===== src/rtl/demux_2x1_flop_if.sv =====
// Bus between the 2x1 mux stage output and the demux: tagged word stream in,
// recovered lane pair plus status counters out.
interface demux_2x1_flop_if #(
   parameter int unsigned WIDTH = 2,
   parameter int unsigned CNT_W = 4
);
   logic             valid_in;
   logic             selector_in;
   logic [WIDTH-1:0] data_in;
   logic [WIDTH-1:0] data_out_0;
   logic [WIDTH-1:0] data_out_1;
   logic             valid_out;
   logic             error_out;
   logic [CNT_W-1:0] pair_count;
   logic [CNT_W-1:0] error_count;

   modport master (
      output valid_in, selector_in, data_in,
      input  data_out_0, data_out_1, valid_out, error_out, pair_count, error_count
   );

   modport slave (
      input  valid_in, selector_in, data_in,
      output data_out_0, data_out_1, valid_out, error_out, pair_count, error_count
   );
endinterface


===== src/rtl/demux_2x1_flop.sv =====
// Registered 1-to-2 demux: rebuilds lane 0/lane 1 pairs from a tagged word stream,
// flags lane-order faults and resynchronises on them.
module demux_2x1_flop #(
   parameter int unsigned WIDTH = 2,
   parameter int unsigned CNT_W = 4
) (
   input logic               clk,
   input logic               reset,
   demux_2x1_flop_if.slave   bus
);

   typedef enum logic {
      WAIT_0 = 1'b0,
      WAIT_1 = 1'b1
   } state_e;

   state_e           state_q, state_d;
   logic [WIDTH-1:0] hold0_q, hold0_d;
   logic [WIDTH-1:0] data0_q, data0_d;
   logic [WIDTH-1:0] data1_q, data1_d;
   logic             valid_q, valid_d;
   logic             err_q, err_d;
   logic [CNT_W-1:0] pair_cnt_q, pair_cnt_d;
   logic [CNT_W-1:0] err_cnt_q, err_cnt_d;
   logic [CNT_W-1:0] err_cnt_inc;

   // Saturating fault counter increment.
   assign err_cnt_inc = (err_cnt_q == {CNT_W{1'b1}}) ? err_cnt_q : err_cnt_q + CNT_W'(1);

   always_ff @(posedge clk) begin
      if (reset) begin
         state_q    <= WAIT_0;
         hold0_q    <= '0;
         data0_q    <= '0;
         data1_q    <= '0;
         valid_q    <= 1'b0;
         err_q      <= 1'b0;
         pair_cnt_q <= '0;
         err_cnt_q  <= '0;
      end else begin
         state_q    <= state_d;
         hold0_q    <= hold0_d;
         data0_q    <= data0_d;
         data1_q    <= data1_d;
         valid_q    <= valid_d;
         err_q      <= err_d;
         pair_cnt_q <= pair_cnt_d;
         err_cnt_q  <= err_cnt_d;
      end
   end

   always_comb begin
      state_d    = state_q;
      hold0_d    = hold0_q;
      data0_d    = data0_q;
      data1_d    = data1_q;
      valid_d    = 1'b0;
      err_d      = 1'b0;
      pair_cnt_d = pair_cnt_q;
      err_cnt_d  = err_cnt_q;
      if (bus.valid_in) begin
         unique case (state_q)
            WAIT_0: begin
               if (!bus.selector_in) begin
                  hold0_d = bus.data_in;
                  state_d = WAIT_1;
               end else begin
                  err_d     = 1'b1;
                  err_cnt_d = err_cnt_inc;
               end
            end
            WAIT_1: begin
               if (bus.selector_in) begin
                  data0_d    = hold0_q;
                  data1_d    = bus.data_in;
                  valid_d    = 1'b1;
                  pair_cnt_d = pair_cnt_q + CNT_W'(1);
                  state_d    = WAIT_0;
               end else begin
                  // Second lane-0 word: newest one wins, stay waiting for lane 1.
                  hold0_d   = bus.data_in;
                  err_d     = 1'b1;
                  err_cnt_d = err_cnt_inc;
               end
            end
            default: state_d = WAIT_0;
         endcase
      end
   end

   assign bus.data_out_0  = data0_q;
   assign bus.data_out_1  = data1_q;
   assign bus.valid_out   = valid_q;
   assign bus.error_out   = err_q;
   assign bus.pair_count  = pair_cnt_q;
   assign bus.error_count = err_cnt_q;

endmodule


===== src/flat_wrapper.sv =====
// flat-port wrapper written by rule: the top's interface ports become plain ports
module demux_2x1_flop_flat 
#(
   parameter int unsigned WIDTH = 2,
   parameter int unsigned CNT_W = 4
)
  (clk, reset, bus_valid_in, bus_selector_in, bus_data_in, bus_data_out_0, bus_data_out_1, bus_valid_out, bus_error_out, bus_pair_count, bus_error_count);
  demux_2x1_flop_if #(.WIDTH(WIDTH), .CNT_W(CNT_W)) bus_i ();
  input logic clk;
  input logic reset;
  input wire logic [$bits(bus_i.valid_in)-1:0] bus_valid_in;
  input wire logic [$bits(bus_i.selector_in)-1:0] bus_selector_in;
  input wire logic [$bits(bus_i.data_in)-1:0] bus_data_in;
  output wire logic [$bits(bus_i.data_out_0)-1:0] bus_data_out_0;
  output wire logic [$bits(bus_i.data_out_1)-1:0] bus_data_out_1;
  output wire logic [$bits(bus_i.valid_out)-1:0] bus_valid_out;
  output wire logic [$bits(bus_i.error_out)-1:0] bus_error_out;
  output wire logic [$bits(bus_i.pair_count)-1:0] bus_pair_count;
  output wire logic [$bits(bus_i.error_count)-1:0] bus_error_count;
  assign bus_i.valid_in = bus_valid_in;
  assign bus_i.selector_in = bus_selector_in;
  assign bus_i.data_in = bus_data_in;
  assign bus_data_out_0 = bus_i.data_out_0;
  assign bus_data_out_1 = bus_i.data_out_1;
  assign bus_valid_out = bus_i.valid_out;
  assign bus_error_out = bus_i.error_out;
  assign bus_pair_count = bus_i.pair_count;
  assign bus_error_count = bus_i.error_count;
  demux_2x1_flop #(.WIDTH(WIDTH), .CNT_W(CNT_W)) u_core (.clk(clk), .reset(reset), .bus(bus_i));
endmodule

===== config.mk =====
export PLATFORM = sky130hd
export DESIGN_NAME = demux_2x1_flop_flat
export DESIGN_NICKNAME = d
export VERILOG_FILES = /design/src/rtl/demux_2x1_flop_if.sv /design/src/rtl/demux_2x1_flop.sv /design/src/flat_wrapper.sv
export SDC_FILE = /design/constraint.sdc
export NUM_CORES = 1
export LEC_CHECK = 0
export ABC_CLOCK_PERIOD_IN_PS = 2200
export CAP_MARGIN = 25
export CORE_MARGIN = 2
export CORE_UTILIZATION = 44
export CTS_CLUSTER_DIAMETER = 30
export DETAILED_ROUTE_END_ITERATION = 7
export GPL_TIMING_DRIVEN = 1
export PLACE_DENSITY = 0.84
export SYNTH_ARGS = -nofsm -noshare
export SYNTH_HDL_FRONTEND = slang
export SYNTH_SLANG_ARGS = --single-unit

===== constraint.sdc =====
create_clock -name clk -period 2.2 [get_ports clk]
set_input_delay 0.44 -clock clk [delete_from_list [all_inputs] [get_ports clk]]
set_output_delay 0.44 -clock clk [all_outputs]
set_load 0.01 [all_outputs]

==> reports/metrics.yaml <==
global_route:
  grt_remaining_overflow: 0
  global_route_wire_length_before_repair_mm: 2.304
  maximum_number_of_pins_on_one_net_before_global_route_repair: 15
  first_global_vias: 542
  number_of_antenna_violations_at_the_first_check_in_global_routing: 0
  globalRouteTotalUtil_pct: 16.45
logic_synthesis:
  synth_top_area_share_pct: 48.75
  post_synth_and_or_nand_nor_area_fraction_pct: 20.25
  synth-main-ff-cell: "sky130_fd_sc_hd__dfxtp_1"
  postSynth.asyncResetShare_pct: 0
  netlist_top_cells_area: "sky130_fd_sc_hd__dfxtp_1, sky130_fd_sc_hd__ha_1, sky130_fd_sc_hd__a21oi_1"
  synthesis.area_per_instance_um2: 9.067
  yosysWarningCount: 0
  synth-seq-cells: 17
  post_synth_inst_count: 77
  yosys-mux-area-fraction_pct: 2.867
  synth-adder-area-share_pct: 7.168
  edff_count_synth: 0
  combinational_family_with_the_most_area_after_synthesis: "simple AND/OR/NAND/NOR gates"
  synth_nets: 87
  netlist.top_cell.by_area: "sky130_fd_sc_hd__dfxtp_1"
  yosysSeqAreaShare_pct: 48.75
  synthXorXnorAreaFrac_pct: 2.509
  synth_compound_area_share_pct: 13.98
  synth.cell_area_um2: 698.2
  yosys.cell_types.count: 21
floorplan:
  die_h_um: 43.84
  core_region_area_um2: 1489
  design.die.area_um2: 1922
  ioPinCount: 20
  initial_utilization_pct: 46.89
  std_cell_rows: 14
  die_width_um: 43.84
clock_tree:
  cts-buffers-inserted: 3
  cts_num_sinks: 17
  cts.path.max_buffers: 2
  post_cts_resize_count: 0
  clk_latency_ns: 0.30
  cts.htree.levels: 1
  clock_tree.root_cell: "sky130_fd_sc_hd__clkbuf_4"
  tritoncts: "built"
  postCtsSetupBuffers: 0
  cts.clk_slew.worst_paths_ns: 0.10
  cts-hold-fix-buffers: 0
hold_path:
  timing.hold.worst.start: "u_core.bus.data_out_1[1]"
  worst_hold_path_type: "reg -> reg"
  instance_count_along_the_most_critical_hold_path: 2
  timing.hold.worst_endpoint: "u_core.bus.data_out_1[1]"
sta:
  fin_crit_ns: 1.940
  timing.fmax_ghz: 0.5154
  final.setup.worst_slack_ns: 0.2598
  hold_violations: 0
  setup-violations-final: 0
  grt_setup_unrepaired: "no"
  relSlewSlack_pct: 75.38
  worst_max_slew_pin_slew_ns: 0.3647
  layout_worst_path_cycle_share_pct: 88.19
  skew_ns: 0.004812
  hold_slack_ns: 0.4623
  slew_viol_final: 0
worst_setup_path:
  critPathMaxFanout: 6
  crit_chain: "clkdlybuf4s50_1 > inv_1 > ha_1 > or3b_1 > o311ai_0 > o41ai_1"
  worst_r2r_endpoint: "u_core.bus.error_count[2]"
  timing.rr.start: "u_core.state_q"
  count_of_buffer_and_inverter_cells_on_the_critical_path: 2
  cp.required_ns: 2.38
  worstSetupStartpointType: "input pin"
  critPathKind: "in -> reg"
  cp-end-kind: "flip-flop"
  cp_data_arrival_time_ns: 2.12
  critical-path-slowest-cell: "sky130_fd_sc_hd__clkdlybuf4s50_1"
  ff2ff_setup_slack_ns: 0.49
  cp_top_family: "buffers and inverters"
  worstRegToRegCells: 5
  cpPeakStageDelay_ns: 0.50
final_layout:
  layout.filler_cells: 124
  multi_input_area_um2: 326.6
  fin_nets: 112
  area_growth_pct: 37.10
  num_antenna_cells: 0
  seq_area_um2: 340.3
  layout-drive-gt1-share_pct: 11.88
power:
  power_per_cell_area_nw_per_um2: 584.8
  p_leak_uw: 0.0003803
  internal_power_uw: 418.6
  power.net_switching_uw: 141.1
  peak_ir_drop_on_the_vdd_network_mv: 0.4673
  clock_power_share_pct: 31.2
  power.share.sequential_pct: 57.8
  p_comb_share_pct: 11.1
  sw_frac_of_total_pct: 25.22
route:
  dr_total_vias: 623
  antenna_violating_nets_post_route: 0
  detail_route.vias_per_cell: 5.325
  firstDrtPassIters: 2
  first_iter_violations: 4
  drt-wirelength-per-cell_um: 12.03
  route.final.wire_length_mm: 1.408
  detail_route.drc_violations: 0
placement:
  pre_cts_ws_ns: -0.02510
  hpwl_mm: 1.017
  place.port_buffers: 19
  finalWeightedCongestion: 0.8123
outcome:
  status: "finished, final reports clean"
job:
  max_cap_viol_count: 0
cell families (layout without fill, tap and decap cells):
logic type | after synthesis | count (layout)
AO/OA/AOI/OAI | 16 | 16
buffers and inverters | 8 | 32
multiplexers | 2 | 2
AND/OR/NAND/NOR | 28 | 28
adder cells (fa/ha/maj) | 4 | 4
flip-flops | 17 | 17
XOR/XNOR | 2 | 2
worst max path at each step:
stage                          startpoint                   endpoint  slack, ns  cells after the start
after detailed placement  bus_selector_in  u_core.bus.error_count[3]      -0.03                      6
after floorplan           bus_selector_in  u_core.bus.error_count[3]       0.53                      6
after global routing      bus_selector_in  u_core.bus.error_count[2]       0.12                      6
final                     bus_selector_in  u_core.bus.error_count[2]       0.26                      6
after CTS                 bus_selector_in  u_core.bus.error_count[2]       0.29                      6
after global placement    bus_selector_in  u_core.bus.error_count[3]       0.02                      6
per-layer routing:
metal	GRT usage (%)	routed length (um)
met1	19.90	629
met2	25.59	637
met3	2.917	98
met4	12.73	41
met5	0	0
sequential cells by signal, indices dropped and copies added, names as in the netlist:
signal and cells:
u_core.bus.pair_count 4, u_core.bus.valid_out 1, u_core.state_q 1, u_core.bus.error_out 1, u_core.bus.error_count 4, u_core.bus.data_out_0 2
u_core.hold0_q 2, u_core.bus.data_out_1 2
worst register-to-register path, cell delays in order (launching register included):
cell and delay (ns):
sky130_fd_sc_hd__dfxtp_1 0.42, sky130_fd_sc_hd__inv_1 0.06, sky130_fd_sc_hd__ha_1 0.17, sky130_fd_sc_hd__or3b_1 0.45
sky130_fd_sc_hd__o311ai_0 0.37, sky130_fd_sc_hd__o41ai_1 0.13
Yosys cell counts, types with 2 or more instances:
master	count
sky130_fd_sc_hd__dfxtp_1	17
sky130_fd_sc_hd__clkbuf_1	3
sky130_fd_sc_hd__mux2i_1	2
sky130_fd_sc_hd__and3_2	3
sky130_fd_sc_hd__or3_1	2
sky130_fd_sc_hd__nand3_1	3
sky130_fd_sc_hd__or3b_1	2
sky130_fd_sc_hd__o311ai_0	2
sky130_fd_sc_hd__o21ai_0	3
sky130_fd_sc_hd__inv_1	4
sky130_fd_sc_hd__nand2_1	10
sky130_fd_sc_hd__o41ai_1	2
sky130_fd_sc_hd__ha_1	4
sky130_fd_sc_hd__nor2_1	6
sky130_fd_sc_hd__a21oi_1	8
metrics by stage:
step / power (uW) / instances / TNS [ns] / area [um2] / utilization, %
detailed placement: 392.7 / 113 / -0.04758 / 929.6 / 62.44
global placement: 390.0 / 113 / 0 / 929.6 / 62.44
global route: 581.3 / 117 / 0 / 957.2 / 64.29
CTS: 563.4 / 117 / 0 / 957.2 / 64.29
floorplan: 357.9 / 77 / 0 / 698.2 / -
finish: 559.8 / 117 / 0 / 957.2 / 64.29
layout by cell type, fill, tap and decap left out, types with 2 or more instances in the layout:
cell type | synthesis | final
sky130_fd_sc_hd__clkdlybuf4s50_1 | 0 | 19
sky130_fd_sc_hd__dfxtp_1 | 17 | 17
sky130_fd_sc_hd__nand2_1 | 10 | 10
sky130_fd_sc_hd__a21oi_1 | 8 | 8
sky130_fd_sc_hd__nor2_1 | 6 | 6
sky130_fd_sc_hd__buf_4 | 0 | 5
sky130_fd_sc_hd__inv_1 | 4 | 4
sky130_fd_sc_hd__ha_1 | 4 | 4
sky130_fd_sc_hd__and3_2 | 3 | 3
sky130_fd_sc_hd__nand3_1 | 3 | 3
sky130_fd_sc_hd__o21ai_0 | 3 | 3
sky130_fd_sc_hd__clkbuf_4 | 0 | 3
sky130_fd_sc_hd__mux2i_1 | 2 | 2
sky130_fd_sc_hd__or3b_1 | 2 | 2
sky130_fd_sc_hd__o311ai_0 | 2 | 2
sky130_fd_sc_hd__o41ai_1 | 2 | 2
sky130_fd_sc_hd__or3_1 | 2 | 2
power by group through the flow:
stage / Clock, uW / Sequential, uW / Combinational, uW
after floorplan: 0 / 332 / 26.0
after global placement: 0 / 330 / 59.9
after detailed placement: 0 / 330 / 62.4
after CTS: 177 / 323 / 62.8
after global routing: 188 / 325 / 68.8
final: 174 / 323 / 62.0
layout make-up:
cell class                      instances  area share, %
Multi-Input combinational cell         52          34.12
Inverter                                4          1.569
Clock buffer                            3          2.353
Clock inverter                          1         0.5229
Tap cell                               16          2.092
Sequential cell                        17          35.56
Timing Repair Buffer                   24          23.79
No activity file was read; power rests on OpenSTA's default activity.
